==> src/rtl/cpu_pkg.sv <==
// +--------------------------------------------------------------------+
// | cpu_pkg: opcode constants, fetch state encoding, instruction width |
// | Rev 1.0                                                            |
// +--------------------------------------------------------------------+
`default_nettype none

package cpu_pkg;

    localparam int INSTR_W = 32;

    localparam logic [5:0] RTYPE = 6'h00;
    localparam logic [5:0] BEQ   = 6'h04;
    localparam logic [5:0] BNE   = 6'h05;
    localparam logic [5:0] LW    = 6'h23;
    localparam logic [5:0] SW    = 6'h2B;

    typedef enum logic [1:0] {
        IDLE  = 2'd0,
        FETCH = 2'd1,
        HOLD  = 2'd2,
        ERR   = 2'd3
    } fetch_state_t;

endpackage

`default_nettype wire

==> src/rtl/instr_fetch_unit_if.sv <==
// +--------------------------------------------------------------------+
// | instr_fetch_unit_if: instruction-memory req/ack bus                |
// | Rev 1.0                                                            |
// +--------------------------------------------------------------------+
`default_nettype none

interface instr_fetch_unit_if #(
    parameter int ADDR_W = 32
);
    import cpu_pkg::*;

    logic               imem_req;
    logic [ADDR_W-1:0]  imem_addr;
    logic               imem_ack;
    logic [INSTR_W-1:0] imem_rdata;

    modport master (
        output imem_req,
        output imem_addr,
        input  imem_ack,
        input  imem_rdata
    );

    modport slave (
        input  imem_req,
        input  imem_addr,
        output imem_ack,
        output imem_rdata
    );

endinterface

`default_nettype wire

==> src/rtl/next_pc_sel.sv <==
// +--------------------------------------------------------------------+
// | next_pc_sel: next PC selection (jump > taken branch > pc+4)        |
// | Rev 1.0                                                            |
// +--------------------------------------------------------------------+
`default_nettype none

module next_pc_sel #(
    parameter int ADDR_W = 32
) (
    input  wire [ADDR_W-1:0] pc_plus4,
    input  wire [25:0]       instr_idx,   // instr[25:0]; low 16 bits are the branch offset
    input  wire              branch,
    input  wire              zero_inv,
    input  wire              alu_zero,
    input  wire              jump,
    output logic [ADDR_W-1:0] next_pc,
    output logic              misalign
);

    logic              w_taken;
    logic [ADDR_W-1:0] w_br_target;
    logic [ADDR_W-1:0] w_j_target;

    assign w_taken     = branch & (alu_zero ^ zero_inv);
    assign w_br_target = pc_plus4 + {{(ADDR_W-18){instr_idx[15]}}, instr_idx[15:0], 2'b00};
    assign w_j_target  = {pc_plus4[ADDR_W-1:28], instr_idx, 2'b00};

    always_comb begin
        if (jump) begin
            next_pc = w_j_target;
        end else if (w_taken) begin
            next_pc = w_br_target;
        end else begin
            next_pc = pc_plus4;
        end
    end

    assign misalign = (next_pc[1:0] != 2'b00);

endmodule

`default_nettype wire

==> src/rtl/instr_fetch_unit.sv <==
// +--------------------------------------------------------------------+
// | instr_fetch_unit: PC owner, req/ack fetch, instr hold, next-PC     |
// | Rev 1.0                                                            |
// +--------------------------------------------------------------------+
`default_nettype none

module instr_fetch_unit
    import cpu_pkg::*;
#(
    parameter int                ADDR_W   = 32,
    parameter logic [ADDR_W-1:0] RESET_PC = '0,
    parameter int                ACK_TMO  = 15
) (
    input  wire                clk,
    input  wire                rst,
    instr_fetch_unit_if.master imem,
    output logic [INSTR_W-1:0] instr,
    output logic               instr_valid,
    output logic [ADDR_W-1:0]  pc,
    output logic [ADDR_W-1:0]  pc_plus4,
    input  wire                retire,
    input  wire                branch,
    input  wire                zero_inv,
    input  wire                alu_zero,
    input  wire                jump,
    output logic               fetch_err
);

    // Counter only has to reach ACK_TMO-1; the cycle it would hit ACK_TMO raises the error.
    localparam int                 C_TMO_W    = (ACK_TMO > 1) ? $clog2(ACK_TMO) : 1;
    localparam logic [C_TMO_W-1:0] C_TMO_LAST = C_TMO_W'((ACK_TMO > 0) ? ACK_TMO - 1 : 0);
    localparam bit                 C_TMO_EN   = (ACK_TMO > 0);

    fetch_state_t        r_state;
    logic [ADDR_W-1:0]   r_pc;
    logic [INSTR_W-1:0]  r_instr;
    logic                r_valid;
    logic                r_req;
    logic                r_err;
    logic [C_TMO_W-1:0]  r_tmo_cnt;

    logic [ADDR_W-1:0]   w_pc_plus4;
    logic [ADDR_W-1:0]   w_next_pc;
    logic                w_misalign;

    assign w_pc_plus4 = r_pc + ADDR_W'(4);

    next_pc_sel #(
        .ADDR_W (ADDR_W)
    ) u_next_pc_sel (
        .pc_plus4  (w_pc_plus4),
        .instr_idx (r_instr[25:0]),
        .branch    (branch),
        .zero_inv  (zero_inv),
        .alu_zero  (alu_zero),
        .jump      (jump),
        .next_pc   (w_next_pc),
        .misalign  (w_misalign)
    );

    always_ff @(posedge clk or posedge rst) begin
        if (rst) begin
            r_state   <= IDLE;
            r_pc      <= RESET_PC;
            r_instr   <= '0;
            r_valid   <= 1'b0;
            r_req     <= 1'b0;
            r_err     <= 1'b0;
            r_tmo_cnt <= '0;
        end else begin
            case (r_state)
                IDLE: begin
                    r_state   <= FETCH;
                    r_req     <= 1'b1;
                    r_tmo_cnt <= '0;
                end
                FETCH: begin
                    if (imem.imem_ack) begin
                        r_instr <= imem.imem_rdata;
                        r_valid <= 1'b1;
                        r_req   <= 1'b0;
                        r_state <= HOLD;
                    end else if (C_TMO_EN && (r_tmo_cnt == C_TMO_LAST)) begin
                        r_err   <= 1'b1;
                        r_req   <= 1'b0;
                        r_state <= ERR;
                    end else begin
                        r_tmo_cnt <= r_tmo_cnt + C_TMO_W'(1);
                    end
                end
                HOLD: begin
                    if (retire) begin
                        r_valid <= 1'b0;
                        // A misaligned target leaves pc on the offending instruction.
                        if (w_misalign) begin
                            r_err   <= 1'b1;
                            r_state <= ERR;
                        end else begin
                            r_pc      <= w_next_pc;
                            r_req     <= 1'b1;
                            r_tmo_cnt <= '0;
                            r_state   <= FETCH;
                        end
                    end
                end
                ERR: begin
                    r_req   <= 1'b0;
                    r_valid <= 1'b0;
                end
                default: begin
                    r_state <= IDLE;
                    r_req   <= 1'b0;
                    r_valid <= 1'b0;
                end
            endcase
        end
    end

    assign imem.imem_req  = r_req;
    assign imem.imem_addr = r_pc;
    assign instr          = r_instr;
    assign instr_valid    = r_valid;
    assign pc             = r_pc;
    assign pc_plus4       = w_pc_plus4;
    assign fetch_err      = r_err;

endmodule

`default_nettype wire

==> src/flat_wrapper.sv <==
// flat-port wrapper written by rule: the top's interface ports become plain ports
module instr_fetch_unit_flat import cpu_pkg::*;
#(
    parameter int                ADDR_W   = 32,
    parameter logic [ADDR_W-1:0] RESET_PC = '0,
    parameter int                ACK_TMO  = 15
)
  (clk, rst, instr, instr_valid, pc, pc_plus4, retire, branch, zero_inv, alu_zero, jump, fetch_err, imem_imem_req, imem_imem_addr, imem_imem_ack, imem_imem_rdata);
  instr_fetch_unit_if #(.ADDR_W(ADDR_W)) imem_i ();
  input  wire clk;
  input  wire rst;
  output logic [INSTR_W-1:0] instr;
  output logic instr_valid;
  output logic [ADDR_W-1:0] pc;
  output logic [ADDR_W-1:0] pc_plus4;
  input  wire retire;
  input  wire branch;
  input  wire zero_inv;
  input  wire alu_zero;
  input  wire jump;
  output logic fetch_err;
  output wire logic [$bits(imem_i.imem_req)-1:0] imem_imem_req;
  output wire logic [$bits(imem_i.imem_addr)-1:0] imem_imem_addr;
  input wire logic [$bits(imem_i.imem_ack)-1:0] imem_imem_ack;
  input wire logic [$bits(imem_i.imem_rdata)-1:0] imem_imem_rdata;
  assign imem_imem_req = imem_i.imem_req;
  assign imem_imem_addr = imem_i.imem_addr;
  assign imem_i.imem_ack = imem_imem_ack;
  assign imem_i.imem_rdata = imem_imem_rdata;
  instr_fetch_unit #(.ADDR_W(ADDR_W), .RESET_PC(RESET_PC), .ACK_TMO(ACK_TMO)) u_core (.clk(clk), .rst(rst), .imem(imem_i), .instr(instr), .instr_valid(instr_valid), .pc(pc), .pc_plus4(pc_plus4), .retire(retire), .branch(branch), .zero_inv(zero_inv), .alu_zero(alu_zero), .jump(jump), .fetch_err(fetch_err));
endmodule
==> config.mk <==
export PLATFORM = sky130hd
export DESIGN_NAME = instr_fetch_unit_flat
export DESIGN_NICKNAME = d
export VERILOG_FILES = /design/src/rtl/cpu_pkg.sv /design/src/rtl/instr_fetch_unit_if.sv /design/src/rtl/next_pc_sel.sv /design/src/rtl/instr_fetch_unit.sv /design/src/flat_wrapper.sv
export SDC_FILE = /design/constraint.sdc
export NUM_CORES = 1
export LEC_CHECK = 0
export BUFFER_PORTS_ARGS = -buffer_cell sky130_fd_sc_hd__clkbuf_2
export CORE_UTILIZATION = 44
export DETAILED_ROUTE_END_ITERATION = 16
export PLACE_DENSITY = 0.69
export SLEW_MARGIN = 30
export SYNTH_ARGS = -nofsm -noshare
export SYNTH_HDL_FRONTEND = slang
export SYNTH_SLANG_ARGS = --single-unit
==> constraint.sdc <==
create_clock -name clk -period 6 [get_ports clk]
set_clock_uncertainty 0.2 [all_clocks]
set_input_delay 0.6 -clock clk [delete_from_list [all_inputs] [get_ports clk]]
set_output_delay 0.6 -clock clk [all_outputs]
set_load 0.02 [all_outputs]
After elaboration in Yosys (flattened, before gate mapping)
Cells that the tools add are included.
{"block": "totals", "inputBits": 40, "ff_bits": 73}
{"block": "op_classes", "n_eq_ne": 12, "n_mux": 25, "bitwise_logic": 3, "n_reduce_logical": 12, "add_sub_neg": 3}
{"cell": "$mux 32", "count": 2}
{"cell": "$add 32x3->32 const B", "count": 1}
{"cell": "$add 32x32->32", "count": 1}
{"cell": "$mux 4", "count": 4}
{"cell": "$ne 2x2->1 const B", "count": 6}
{"cell": "$pmux 4 s3", "count": 1}
{"cell": "$reduce_and 3->1", "count": 4}
{"cell": "$mux 1", "count": 10}
{"cell": "$reduce_and 5->1", "count": 2}
{"cell": "$mux 2", "count": 4}
{"cell": "$pmux 2 s3", "count": 1}
{"cell": "$reduce_bool 3->1", "count": 2}
{"cell": "$add 4x1->4 const B", "count": 1}
{"cell": "$eq 2x2->1 const B", "count": 2}
{"cell": "$eq 4x4->1 const B", "count": 1}
{"cell": "$pmux 1 s4", "count": 1}
{"cell": "$reduce_bool 2->1", "count": 2}
{"cell": "$ne 3x2->1 const B", "count": 1}
{"cell": "$pmux 1 s3", "count": 1}
{"cell": "$eq 2x1->1 const B", "count": 1}
{"cell": "$logic_not 2->1", "count": 1}
{"cell": "$ne 2x1->1 const B", "count": 1}
{"cell": "$pmux 1 s2", "count": 1}
{"cell": "$reduce_and 2->1", "count": 1}
{"cell": "other kinds (3)", "count": 3}

Longest topological paths before layout
{"block": "depth", "depth_word": 8, "mapped_depth": 15, "mapped_depth_nobuf": 14}

Cells and area by module
From an unflattened synthesis, not the netlist that was laid out.
{"block": "hier_totals", "cells_unflattened": 655, "area_unflattened_um2": 6012.0}
{"mod": "instr_fetch_unit", "area_per_inst_um2": 3746.1, "cells_each": 309, "instances": 1}
{"mod": "next_pc_sel", "area_per_inst_um2": 2265.9, "cells_each": 346, "instances": 1}

Worst setup path before layout
No wires, ideal clock.
{"block": "synth_path", "path_type": "reg-to-reg", "startpoint": "register u_core.r_pc[2], in the netlist u_core.imem.imem_addr[2]", "endpoint": "register u_core.r_pc[29], in the netlist u_core.imem.imem_addr[29]", "setup_time_ns": 0.125, "t_required_ns": 5.675, "arrival_time_ns": 3.808, "path_stages_with_launch": 15, "setup_slack_ns": 1.866, "synth_period_minus_slack_ns": 4.134, "cell_sequence": "dfrtp_1 ha_1 and4_1 nand3_1 nor3_1 xor2_1 ha_1 clkbuf_1 a21o_1 a21o_1 a2111oi_0 a21oi_1 o31ai_1 mux2i_1 o21ai_1"}
{"block": "synth_via", "elab_chain_len": 4}
{"element": "start: declaration", "line": "instr_fetch_unit.sv:35", "text": "logic [ADDR_W-1:0] r_pc;"}
{"element": "start signal: assignment", "line": "instr_fetch_unit.sv:99", "text": "r_pc <= w_next_pc;"}
{"element": "$add 32x3->32", "line": "instr_fetch_unit.sv:46", "text": "assign w_pc_plus4 = r_pc + ADDR_W'(4);"}
{"element": "via pc_plus4[24]", "line": "flat_wrapper.sv:15", "text": "output logic [ADDR_W-1:0] pc_plus4;"}
{"element": "$add 32x32->32", "line": "next_pc_sel.sv:25", "text": "assign w_br_target = pc_plus4 + {{(ADDR_W-18){instr_idx[15]}}, instr_idx[15:0], 2'b00};"}
{"element": "$mux 32", "line": "next_pc_sel.sv:31", "text": "end else if (w_taken) begin"}
{"element": "$mux 32", "line": "next_pc_sel.sv:29", "text": "if (jump) begin"}
The timed path passes the listed nets, and every way through them passes these cells.
A chain may end at the register's enable or synchronous reset.

Worst setup path in the final report
{"block": "layout_path", "startpoint": "register u_core.r_pc[2], in the netlist u_core.imem.imem_addr[2]", "endpoint": "register u_core.r_pc[29], in the netlist u_core.imem.imem_addr[29]"}
{"block": "layout_via", "elab_chain_len": 4}
{"element": "$add 32x3->32 (*)", "line": "instr_fetch_unit.sv:46"}
{"element": "$add 32x32->32", "line": "next_pc_sel.sv:25"}
{"element": "$mux 32", "line": "next_pc_sel.sv:31"}
{"element": "$mux 32 (*)", "line": "next_pc_sel.sv:29"}
Every way passes the cells marked *; elsewhere a longest branch is shown, timed or not.

==> qor.yml <==
status:
  status: "complete, no violations"
die:
  dieArea_um2: 14100
  start_util: 0.452
  io_pins: 171
  core-area_um2: 13200
  die_h_um: 119
  num_rows: 42
  dieWidth_um: 119
global_routing:
  grt_max_degree: 74
  antenna_found_initial: 0
  grt_usage: 0.244
  grt_pass1_vias: 5315
  grt_overflow: 0
  grt_pass1_wl_um: 27600
worst_setup_path:
  worstSetupEndpoint: "u_core.imem.imem_addr[29]"
  crit_arrival_ns: 4.29
  rr_endpoint: "u_core.imem.imem_addr[29]"
  crit_path_end_kind: "flip-flop"
  rr_startpoint: "u_core.imem.imem_addr[2]"
  required_ns: 6.02
  critPathKind: "flip-flop to flip-flop"
  r2r_slack_ns: 1.73
  reg2reg_depth: 13
  worst-path-max-fanout: 7
  worstSetupStartpointType: "flip-flop"
  crit_start: "u_core.imem.imem_addr[2]"
yosys:
  synthDistinctLibCells: 72
  yosys-top-cells-area: "dfrtp_1 (31%), ha_1 (8.8%), mux2_2 (6.4%), buf_4 (4.4%), nand2_1 (3.9%)"
  postSynth.asyncResetShare: 1.00
  synthTopCellsByCount: "dfrtp_1 (73), nand2_1 (62), a21oi_1 (45), o21ai_0 (43)"
  post-synth-top-count-cell: "dfrtp_1"
  netlist.area_leader.share: 0.306
  yosysTopAreaCell: "dfrtp_1"
  syn-num-nets: 763
  ys_seq_area_frac: 0.306
  synth_cells: 680
  synth_top_flop_cell: "dfrtp_1"
  synth_edf_count: 0
  ys_seq_elements: 73
  netlist_area_um2: 5980
  syn_avg_cell_area_um2: 8.79
  yosys_warnings: 0
detailed_routing:
  wl_per_cell_um: 17.1
  route.detailed.drc: 0
  ant_nets: 0
  viasPerCell: 5.60
  firstDrtPassIters: 5
  via_count: 5506
  drt_iter0_drc: 271
  routed_wl_um: 16800
layout:
  fillers: 1295
  regArea_um2: 1830
  fin_util: 0.533
  drive_above_1_share: 0.299
  diodes: 0
  nNetsFinal: 885
  finalNonFillerCells: 983
  area_growth_pct: 18.1
  multi_input_area_um2: 3730
place:
  hpwl_um: 12400
  gp_congestion: 0.897
  pre_cts_ws_ns: 1.81
  place_inst: 967
  port_buffers: 170
pwr:
  powerDensity_nw_per_um2: 699
  p_total_mw: 4.93
  peakVddDrop_mv: 0.321
  p_leak_nw: 3.42
sta:
  worst_slew_pin_slew_ns: 0.941
  slew_headroom: 0.371
  rsz0062_at_grt: "no"
  finalWorstSetupSlack_ns: 1.73
  fin_crit_sh: 0.711
  drv_slew: 0
  fin_crit_ns: 4.27
  setup_viol_count_final: 0
  max_freq_ghz: 0.234
  finalSetupTns_ns: 0
  hold_viol: 0
run:
  drv_cap: 0
hold_path:
  hold_path.class: "primary input to async pin"
clock_tree:
  h-tree-depth: 3
  cts.sinks: 73
  cts_setup_buffers: 0
  postCtsHoldBufs: 0
  cts_max_path_buffers: 2
  insertion_delay_ns: 0.34
  clk_pin_slew_ns: 0.06
  cts_made_buffers: 9
  cts_tree: "built"
  post_cts_resized: 0
  ctsRootBufferMaster: "clkbuf_16"
==> kinds of logic after synthesis <==
logic type	after synthesis	synth area share
buf+inv	77	0.0707
fa+ha+maj	43	0.0912
mux	41	0.0766
xor+xnor	49	0.0730
flops	73	0.306
simple gates	208	0.174
compound gates	189	0.209
==> worst min-delay path by stage <==
stage | end | slack, ns | cells after the start
after floorplan | u_core.r_tmo_cnt[3] | 0.25 | 1
final | u_core.instr[29] | 0.21 | 3
after global placement | u_core.fetch_err | 0.25 | 1
after CTS | u_core.fetch_err | 0.28 | 1
after global routing | u_core.instr[31] | 0.28 | 2
after detailed placement | u_core.fetch_err | 0.26 | 1
==> cell type report <==
cell class / instances / area share
clock buffers: 11 / 0.0344
clock inverters: 5 / 0.0145
inverters: 14 / 0.00744
multi-input cells: 530 / 0.528
flip-flops and latches: 73 / 0.259
well taps: 176 / 0.0312
repair buffers: 174 / 0.125
==> per-stage QoR <==
| step | hold WS, ns | area (µm²) |
|---|---|---|
| 2_1_floorplan | 0.253 | 5980 |
| 3_3_place_gp | 0.253 | 6710 |
| 3_5_place_dp | 0.257 | 6710 |
| 4_1_cts | 0.275 | 7060 |
| 5_1_grt | 0.276 | 7060 |
| 6_report | 0.210 | 7060 |
==> placed cells by master, fill, tap and decap left out, drive strengths merged, types with 10 or more instances in the layout <==
| cell | n |
|---|---|
| clkbuf | 181 |
| dfrtp | 73 |
| nand2 | 63 |
| o21ai | 49 |
| a21oi | 47 |
| nor2 | 42 |
| ha | 42 |
| mux2 | 35 |
| xnor2 | 26 |
| nand3 | 24 |
| xor2 | 23 |
| a21o | 15 |
| and3 | 14 |
| inv | 14 |
| nor3 | 14 |
| or3 | 11 |
| a31oi | 10 |
| a211oi | 10 |
==> layer usage <==
metal / vias to the layer above / global-route usage / wire length (µm)
met2: 161 / 0.414 / 8080
met1: 2630 / 0.317 / 7630
met3: 17 / 0.0483 / 873
li1: 2698 / - / -
met5: - / 0 / 0
met4: 0 / 0.0593 / 217
==> registers in the layout, summed over array words and instances, names as in the netlist <==
name and cells:
u_core.r_state 2, u_core.imem.imem_req 1, u_core.fetch_err 1, u_core.instr 32, u_core.instr_valid 1, u_core.imem.imem_addr 32, u_core.r_tmo_cnt 4
==> where the power goes <==
group / switching, mW / leakage [nW] / internal (mW)
registers: 0.310 / 0.882 / 0.712
clock network: 0.215 / 0.166 / 0.417
logic: 1.99 / 2.37 / 1.28
==> worst max-delay path: stages (launching register included) <==
cell	delay (ns)
dfrtp_1	0.44
ha_1	0.24
and4_1	0.35
nand3_1	0.20
nor3_1	0.38
xor2_1	0.26
ha_1	0.37
a21o_1	0.21
a21o_1	0.17
a2111oi_0	0.50
a21oi_1	0.22
o31ai_1	0.31
mux2i_1	0.22
o21ai_1	0.07
No activity file was read; power rests on OpenSTA's default activity.
